===== config.mk =====
export PLATFORM = sky130hd
export DESIGN_NAME = bullet_controller
export DESIGN_NICKNAME = d
export VERILOG_FILES = /design/src/rtl/space_invaders_pkg.sv /design/src/rtl/bullet_controller_edge_detect.sv /design/src/rtl/bullet_controller.sv
export SDC_FILE = /design/constraint.sdc
export NUM_CORES = 1
export LEC_CHECK = 0
export BUFFER_PORTS_ARGS = -buffer_cell sky130_fd_sc_hd__buf_2
export CAP_MARGIN = 40
export CORE_ASPECT_RATIO = 2
export CORE_MARGIN = 2
export CORE_UTILIZATION = 51
export CTS_CLUSTER_DIAMETER = 60
export CTS_CLUSTER_SIZE = 14
export DETAILED_ROUTE_END_ITERATION = 10
export GPL_TIMING_DRIVEN = 0
export PLACE_DENSITY = 0.78
export SLEW_MARGIN = 0
export SYNTH_ARGS = -nofsm -noshare
export SYNTH_HDL_FRONTEND = slang
export SYNTH_SLANG_ARGS = --single-unit

===== constraint.sdc =====
create_clock -name Clk -period 3 [get_ports Clk]
set_input_delay 0.3 -clock Clk [delete_from_list [all_inputs] [get_ports Clk]]
set_output_delay 0.3 -clock Clk [all_outputs]
set_load 0.1 [all_outputs]

===== src/rtl/space_invaders_pkg.sv =====
// Shared types and screen/bullet constants for the space invaders slice.
package space_invaders_pkg;

  localparam int unsigned SCREEN_W    = 640;
  localparam int unsigned SCREEN_H    = 480;
  localparam int unsigned BULLET_STEP = 4;
  localparam int unsigned BULLET_LEN  = 4;

  typedef enum logic [1:0] {
    IDLE   = 2'd0,
    FLYING = 2'd1,
    COOL   = 2'd2
  } bullet_state_t;

  // Launch row sits LEN above the sprite, clamped to the top line.
  function automatic logic [9:0] launch_y(input logic [9:0] player_y, input logic [9:0] len);
    logic [9:0] y;
    if (player_y < len) begin
      y = 10'd0;
    end else begin
      y = player_y - len;
    end
    return y;
  endfunction

endpackage


===== src/rtl/bullet_controller_edge_detect.sv =====
// 1-bit rising-edge detector: one history register, pulse valid while the input is newly high.
module edge_detect (
  input  logic clk,
  input  logic rst_n,
  input  logic sig,
  output logic rise
);

  logic prev_r;

  // Remember last cycle's level of the input.
  always_ff @(posedge clk or negedge rst_n) begin
    if (!rst_n) begin
      prev_r <= 1'b0;
    end else begin
      prev_r <= sig;
    end
  end

  assign rise = sig & ~prev_r;

endmodule


===== src/rtl/bullet_controller.sv =====
// Player bullet launch/flight/retire controller, one update per video frame.
// Optional retire cooldown enabled by defining BULLET_COOLDOWN_EN.
module bullet_controller
  import space_invaders_pkg::*;
#(
  parameter int unsigned STEP     = BULLET_STEP,
  parameter int unsigned LEN      = BULLET_LEN,
  parameter int unsigned X_OFFSET = 7,
  parameter int unsigned COOLDOWN = 8
) (
  input  logic       Clk,
  input  logic       Reset_n,
  input  logic       frame_clk,
  input  logic       fire,
  input  logic [9:0] playerX,
  input  logic [9:0] playerY,
  input  logic [9:0] DrawX,
  input  logic [9:0] DrawY,
  input  logic       hit,
  output logic       bullet_in,
  output logic [9:0] bulletX,
  output logic [9:0] bulletY,
  output logic       bullet_active,
  output logic       kill
);

  localparam logic [9:0]  STEP_W  = 10'(STEP);
  localparam logic [9:0]  LEN_W   = 10'(LEN);
  localparam logic [10:0] LEN_X   = 11'(LEN);
  localparam logic [9:0]  X_OFF_W = 10'(X_OFFSET);

  logic          frame_tick_s;
  logic          fire_rise_s;
  logic          hit_any_s;
  bullet_state_t state_r, state_nxt_s;
  logic [9:0]    bullet_x_r, bullet_x_nxt_s;
  logic [9:0]    bullet_y_r, bullet_y_nxt_s;
  logic          fire_pend_r, fire_pend_nxt_s;
  logic          hit_lat_r, hit_lat_nxt_s;
  logic          kill_r, kill_nxt_s;
`ifdef BULLET_COOLDOWN_EN
  localparam logic [7:0] COOL_LOAD = 8'(COOLDOWN - 1);
  logic [7:0]    cool_cnt_r, cool_cnt_nxt_s;
`endif

  edge_detect u_frame_edge (
    .clk   (Clk),
    .rst_n (Reset_n),
    .sig   (frame_clk),
    .rise  (frame_tick_s)
  );

  edge_detect u_fire_edge (
    .clk   (Clk),
    .rst_n (Reset_n),
    .sig   (fire),
    .rise  (fire_rise_s)
  );

  assign hit_any_s = hit_lat_r | hit;

  // Next-state and datapath decisions for the bullet FSM.
  always_comb begin
    state_nxt_s     = state_r;
    bullet_x_nxt_s  = bullet_x_r;
    bullet_y_nxt_s  = bullet_y_r;
    fire_pend_nxt_s = fire_pend_r;
    hit_lat_nxt_s   = hit_lat_r;
    kill_nxt_s      = 1'b0;
`ifdef BULLET_COOLDOWN_EN
    cool_cnt_nxt_s  = cool_cnt_r;
`endif
    case (state_r)
      IDLE: begin
        // A fire edge coincident with the tick launches on that same tick.
        if (frame_tick_s && (fire_pend_r || fire_rise_s)) begin
          bullet_x_nxt_s  = playerX + X_OFF_W;
          bullet_y_nxt_s  = launch_y(playerY, LEN_W);
          fire_pend_nxt_s = 1'b0;
          hit_lat_nxt_s   = 1'b0;
          state_nxt_s     = FLYING;
        end else if (fire_rise_s) begin
          fire_pend_nxt_s = 1'b1;
        end else begin
          fire_pend_nxt_s = fire_pend_r;
        end
      end
      FLYING: begin
        if (frame_tick_s) begin
          hit_lat_nxt_s = 1'b0;
          if (hit_any_s || (bullet_y_r < STEP_W)) begin
            kill_nxt_s = hit_any_s;
`ifdef BULLET_COOLDOWN_EN
            cool_cnt_nxt_s = COOL_LOAD;
            state_nxt_s    = COOL;
`else
            state_nxt_s    = IDLE;
`endif
          end else begin
            bullet_y_nxt_s = bullet_y_r - STEP_W;
          end
        end else begin
          hit_lat_nxt_s = hit_any_s;
        end
      end
`ifdef BULLET_COOLDOWN_EN
      COOL: begin
        if (frame_tick_s) begin
          if (cool_cnt_r == 8'd0) begin
            state_nxt_s = IDLE;
          end else begin
            cool_cnt_nxt_s = cool_cnt_r - 8'd1;
          end
        end else begin
          cool_cnt_nxt_s = cool_cnt_r;
        end
      end
`endif
      default: begin
        state_nxt_s = IDLE;
      end
    endcase
  end

  // State and position registers.
  always_ff @(posedge Clk or negedge Reset_n) begin
    if (!Reset_n) begin
      state_r     <= IDLE;
      bullet_x_r  <= 10'd0;
      bullet_y_r  <= 10'd0;
      fire_pend_r <= 1'b0;
      hit_lat_r   <= 1'b0;
      kill_r      <= 1'b0;
    end else begin
      state_r     <= state_nxt_s;
      bullet_x_r  <= bullet_x_nxt_s;
      bullet_y_r  <= bullet_y_nxt_s;
      fire_pend_r <= fire_pend_nxt_s;
      hit_lat_r   <= hit_lat_nxt_s;
      kill_r      <= kill_nxt_s;
    end
  end

`ifdef BULLET_COOLDOWN_EN
  // Cooldown frame counter.
  always_ff @(posedge Clk or negedge Reset_n) begin
    if (!Reset_n) begin
      cool_cnt_r <= 8'd0;
    end else begin
      cool_cnt_r <= cool_cnt_nxt_s;
    end
  end
`endif

  assign bullet_active = (state_r == FLYING);
  assign bulletX       = bullet_x_r;
  assign bulletY       = bullet_y_r;
  assign kill          = kill_r;

  // 11-bit bottom edge so a bullet near row 1023 cannot wrap the window.
  assign bullet_in = bullet_active && (DrawX == bullet_x_r) &&
                     ({1'b0, DrawY} >= {1'b0, bullet_y_r}) &&
                     ({1'b0, DrawY} < ({1'b0, bullet_y_r} + LEN_X));

endmodule


==> results of run 1 <==
==> through the flow <==
| stage | util, % | instance area, um^2 | total power (W) |
|---|---|---|---|
| after floorplan | - | 2140 | 0.00230 |
| after CTS | 65.5 | 2650 | 0.00302 |
| final | 65.9 | 2670 | 0.00304 |
| after global placement | 62.7 | 2540 | 0.00264 |
| after detailed placement | 62.7 | 2540 | 0.00269 |
| after global routing | 65.9 | 2670 | 0.00323 |
==> routing by layer <==
metal  wire [um]  up-vias  global-route usage [%]
met5           0        -                       0
met4         102        0                    9.03
met3         198        9                    2.66
met2        3230       58                    52.2
met1        1790      952                    23.0
li1            -     1024                       -
==> power by group through the flow <==
stage / clock (W) / combinational, W / sequential [W]
6_report: 0.000294 / 0.00210 / 0.000646
5_1_grt: 0.000316 / 0.00225 / 0.000673
4_1_cts: 0.000295 / 0.00208 / 0.000643
3_5_place_dp: 0 / 0.00202 / 0.000665
3_3_place_gp: 0 / 0.00198 / 0.000665
2_1_floorplan: 0 / 0.000714 / 0.00158
==> cell usage after synthesis, types with 4 or more instances <==
cell type and count:
nor2_1 9, xor2_1 5, dfrtp_1 26, o21ai_0 17, a21oi_1 17, clkbuf_1 6
nand3_1 11, or3_1 4, inv_1 18, ha_1 22, nand2b_1 4, xnor2_1 21
nor2b_1 6, nand2_1 20, nand4_1 5, nor3_1 9
==> final timing paths <==
path | cells after the start | end | slack, ns | from
worst max register to register | 8 | bulletY[5] | 0.68 | bulletY[2]
min in group Clk | 1 | u_fire_edge.prev_r | 0.14 | fire
worst min register to register | 2 | bulletX[3] | 0.53 | bulletX[3]
worst max-delay path | 11 | bullet_in | 0.14 | bulletY[2]
worst min-delay path | 1 | fire_pend_r | 0.0002 | Reset_n
max in group asynchronous | 1 | bulletY[2] | 2.57 | Reset_n
==> registers in the layout (all words and copies together) (netlist names) <==
name,flops
bulletY,10
bulletX,10
u_frame_edge.prev_r,1
fire_pend_r,1
u_fire_edge.prev_r,1
kill,1
state_r,1
hit_lat_r,1
==> area by class of cell <==
cell class | count | area share (%)
flip-flops and latches | 26 | 24.9
clock inverters | 1 | 1.13
multi-input cells | 193 | 52.5
well taps | 52 | 2.44
repair buffers | 69 | 13.7
plain buffers | 7 | 1.27
inverters | 18 | 2.53
clock buffers | 3 | 1.55
==> logic make-up after synthesis <==
group           after synthesis  share of synthesized area [%]
simple gates                 82                           21.1
compound gates               61                           18.5
xor+xnor                     26                           10.8
flops                        26                           30.8
buf+inv                      25                           4.79
fa+ha+maj                    22                           13.0
mux                           2                           1.01
==> what timing repair did <==
action	in CTS	in global routing
pin swaps	1	2
gates resized for setup	7	4
setup endpoints to repair	1	1
hold buffers	0	0
buffers inserted	2	0
==> results.py, run 1 <==
metrics = {
    "layout": {
        "final_cell_mix": "66 x buf_2, 21 x xnor2_1, 21 x ha_1, 20 x nand2_1, 20 x dfrtp_1",
        "fillers": 394,
        "diodes": 0,
        "fin_nets": 385,
        "drive_above_1_share_pct": 29.0,
        "multi_input_area_mm2": 0.00140,
        "seq_area_um2": 663,
        "mostFrequentLayoutCell": "buf_2",
        "instances_no_fill": 369,
        "synthToLayoutAreaGrowth_pct": 26.1,
    },
    "critical_path": {
        "crit_type": "reg -> out",
        "max_stage_delay_ns": 0.43,
        "worst-path-buf-inv": 1,
        "cp_slowest_cell": "dfrtp_4",
        "critical_path.startpoint_type": "flip-flop",
        "worstPathCellList": "ha_2 -> nand3_2 -> nor3_4 -> xnor2_1 -> ha_1 -> a21o_1 -> a21oi_2 -> nand2_1 -> o21ai_2 -> o311a_4 -> buf_12",
        "end_kind": "output pin",
        "cp.arrival_ns": 2.56,
        "cp_max_fo": 2,
        "worstPathRequired_ns": 2.70,
        "cp_top_family": "compound AO/OA/AOI/OAI gates",
    },
    "floorplanning": {
        "core_mm2": 0.00405,
        "die_area_mm2": 0.00471,
        "io_pins": 68,
        "rows": 33,
        "die_y_um": 95.1,
        "start_util_pct": 52.3,
        "die_w_um": 49.5,
    },
    "power": {
        "seq_power_share_pct": 21.3,
        "combinationalPowerShare_pct": 69.0,
        "ir_drop_mv": 1.05,
        "clock_power_share_pct": 9.7,
        "switching_share_pct": 59.7,
        "p_per_area_mw_per_mm2": 1140,
        "internal_power_w": 0.00122,
        "p_sw_w": 0.00181,
        "p_leak_nw": 1.27,
    },
    "timing": {
        "fmax_ghz": 0.350,
        "relSlewSlack_pct": 58.0,
        "tightest_slew_ns": 0.625,
        "hold_slack_ns": 0.000215,
        "finalSetupViolCount": 0,
        "rsz0062_at_grt": "false",
        "fin_skew_ns": 0.00603,
        "setup_tns_ns": 0,
        "hold_viol": 0,
        "period_share_pct": 95.2,
        "slew_violations": 0,
        "setup_slack_ns": 0.143,
        "finalCriticalPeriod_ns": 2.86,
    },
    "global_route": {
        "grt_pass1_vias": 2106,
        "antenna_found_initial": 0,
        "grt_pass1_wl_um": 8980,
        "grt_max_degree": 27,
        "overflow": 0,
        "grt_usage_pct": 24.8,
    },
    "placement": {
        "io_buffer_count": 67,
        "hpwl_um": 4300,
        "gp_congestion": 0.841,
        "dp_cells": 363,
        "pre_cts_ws_ns": -0.137,
    },
    "job": {
        "max-cap-violations": 0,
    },
    "cts": {
        "clock_sinks": 26,
        "cts_htree_levels": 1,
        "clock_latency_ns": 0.27,
        "clk_pin_slew_ns": 0.09,
        "clockRootBuffer": "clkbuf_8",
        "clk_path_buf_depth": 2,
        "cts_tree": "yes",
        "cts_buffers": 3,
    },
    "synth": {
        "synth_area_mm2": 0.00211,
        "yosysWarnings": 0,
        "yosys-top-cells-area": "dfrtp_1 31%, ha_1 13%, xnor2_1 8.7%",
        "synth.largest_area_cell": "dfrtp_1",
        "ys_types": 48,
        "syn_area_per_cell_um2": 8.67,
        "synthCells": 244,
        "synth_nets": 311,
        "synth_edf_count": 0,
        "synth_seq_cells": 26,
        "ys_async_sr_fraction_pct": 100,
        "synthFlopType": "dfrtp_1",
        "synth_top_area_share_pct": 30.8,
        "ys_seq_area_share_pct": 30.8,
    },
    "routing": {
        "drc": 0,
        "avgViaCountPerCell": 5.54,
        "vias": 2043,
        "finalWirelength_um": 5310,
        "first_pass_iters": 4,
        "antenna_left": 0,
        "drt-wirelength-per-cell_um": 14.4,
        "drt_iter0_markers": 38,
    },
    "outcome": {
        "outcome": "completed",
    },
    "worst_hold_path": {
        "holdCritPathClass": "in -> async",
    },
}
(Power assumes the default switching activity.)
==> run 2: changes to the inputs <==
- SETUP_SLACK_MARGIN: unset -> 0.15
==> run 2 against run 1 <==
Effect of this change:
- first-iteration DRC count down 55%
- highest routed layer unchanged
- cell area up 1.1%
- maximum frequency down 1.2%
- non-clock buffer count up 3
- clock power down 30%
- power down 0.90%
- sequential share of layout area down 0.22 points
- cell count up 0.81%
- flip-flop and latch count unchanged
- worst setup slack worse by 0.036 ns
- count of clock-buffer cells in the layout up 1
- register-to-register slack worse by 0.02 ns
- largest cell class unchanged
==> results.py, run 2 (same netlist as run 1, synthesis figures left out) <==
metrics = {
    "floorplanning": {
        "die_w_um": 49.5,
        "io_pins": 68,
        "die_y_um": 95.1,
        "start_util_pct": 52.3,
        "core_mm2": 0.00405,
        "rows": 33,
        "die_area_mm2": 0.00471,
    },
    "global_route": {
        "overflow": 0,
        "grt_usage_pct": 24.7,
        "grt_max_degree": 27,
        "grt_pass1_wl_um": 9020,
        "grt_pass1_vias": 2095,
        "antenna_found_initial": 0,
    },
    "cts": {
        "clk_pin_slew_ns": 0.09,
        "cts_buffers": 3,
        "clk_path_buf_depth": 2,
        "clock_sinks": 26,
        "clockRootBuffer": "clkbuf_8",
        "clock_latency_ns": 0.28,
        "ctsHoldBuffers": 0,
        "cts_tree": "yes",
        "cts_htree_levels": 1,
    },
    "power": {
        "p_per_area_mw_per_mm2": 1120,
        "switching_share_pct": 61.1,
        "clock_power_share_pct": 6.8,
        "combinationalPowerShare_pct": 71.3,
        "seq_power_share_pct": 21.8,
        "p_sw_w": 0.00184,
        "p_leak_nw": 1.27,
        "internal_power_w": 0.00117,
        "ir_drop_mv": 0.883,
    },
    "placement": {
        "placed_area_mm2": 0.00254,
        "io_buffer_count": 67,
        "dp_cells": 363,
        "gp_congestion": 0.812,
        "hpwl_um": 4360,
    },
    "layout": {
        "fillers": 387,
        "fin_nets": 388,
        "drive_above_1_share_pct": 30.6,
        "synthToLayoutAreaGrowth_pct": 27.5,
        "stdcell_area_mm2": 0.00270,
        "diodes": 0,
        "instances_no_fill": 372,
        "mostFrequentLayoutCell": "buf_2",
        "final_cell_mix": "66 x buf_2, 21 x xnor2_1, 21 x ha_1, 20 x nand2_1, 19 x dfrtp_1",
    },
    "routing": {
        "drt_iter0_markers": 17,
        "drt-wirelength-per-cell_um": 14.5,
        "antenna_left": 0,
        "avgViaCountPerCell": 5.49,
        "drc": 0,
        "first_pass_iters": 4,
        "finalWirelength_um": 5390,
        "vias": 2044,
    },
    "critical_path": {
        "worstPathRequired_ns": 2.70,
        "crit_type": "reg -> out",
        "cp_max_fo": 2,
        "cp.arrival_ns": 2.59,
        "end_kind": "output pin",
        "critical_path.startpoint_type": "flip-flop",
    },
    "timing": {
        "period_share_pct": 96.4,
        "fin_skew_ns": 0.00912,
        "slew_violations": 0,
        "tightest_slew_ns": 0.622,
        "finalSetupViolCount": 0,
        "hold_slack_ns": 0.0154,
        "relSlewSlack_pct": 58.2,
        "hold_viol": 0,
        "finalCriticalPeriod_ns": 2.89,
        "fmax_ghz": 0.346,
        "rsz0062_at_grt": "true",
    },
    "outcome": {
        "outcome": "completed",
    },
    "worst_hold_path": {
        "holdCritPathClass": "in -> async",
    },
    "job": {
        "max-cap-violations": 0,
    },
}
==> run 2: cell types whose count changed in the layout (fill, tap and decap cells not counted), sizes merged <==
cell    change
clkbuf      +1
bufinv      -1
buf         +3
==> run 2: path summary, 6_finish.rpt <==
check,startpoint,endpoint,slack (ns),cells past startpoint
worst max-delay path,bulletY[3],bullet_in,0.11,11
worst min-delay path,Reset_n,bulletY[6],0.02,1
worst max register to register,bulletY[2],bulletY[9],0.66,8
worst min register to register,bulletX[3],bulletX[3],0.54,2
max in group asynchronous,Reset_n,bulletY[3],2.56,1
min in group Clk,fire,u_fire_edge.prev_r,0.16,1
==> run 2: layer usage <==
layer	GRT usage (%)	wire length, um	vias to the layer above	part of all wire (%)
li1	-	-	1025	-
met1	22.8	1890	943	35
met2	52.3	3190	65	59
met3	2.35	206	11	3.8
met4	9.26	107	0	2.0
met5	0	0	-	0
==> run 2: repair_timing <==
item / in CTS / in global routing
pin swaps: 9 / 7
buffers inserted: 4 / 1
gates resized for setup: 13 / 2
endpoints found under the hold margin: 0 / 0
setup endpoints to repair: 1 / 1
==> run 2: cell type report <==
type                            instances  area (um^2)  area share, %
Tap cell                               52         65.1           2.41
Buffer                                  7         33.8           1.25
Multi-Input combinational cell        193         1430           53.1
Clock buffer                            4         45.0           1.67
Inverter                               18         67.6           2.51
Sequential cell                        26          664           24.7
Timing Repair Buffer                   72          388           14.4
==> run 2: power by group through the flow <==
stage               logic (W)  registers (W)  clock network, W
CTS                   0.00212       0.000657          0.000206
floorplan            0.000717        0.00158                 0
global placement      0.00198       0.000665                 0
detailed placement    0.00203       0.000670                 0
finish                0.00215       0.000657          0.000206
global route          0.00231       0.000680          0.000220
==> run 2: per-stage QoR <==
stage | setup slack (ns) | TNS, ns | power [W] | util (%)
after floorplan | 0.175 | 0 | 0.00230 | -
after global placement | 0.0602 | 0 | 0.00265 | 62.9
after detailed placement | -0.130 | -0.130 | 0.00270 | 62.9
after CTS | 0.131 | 0 | 0.00298 | 66.3
after global routing | 0.0108 | 0 | 0.00321 | 66.6
final | 0.107 | 0 | 0.00301 | 66.6
==> run 2: critical path, cell delays in order, from the launching register on <==
cell and delay (ns):
dfrtp_4 0.43, ha_4 0.15, nand3_4 0.07, nor3_4 0.16, xnor2_1 0.14, ha_1 0.26, a21o_1 0.18, a21oi_2 0.21
nand2_1 0.12, o21ai_2 0.20, o311a_4 0.22, buf_12 0.17
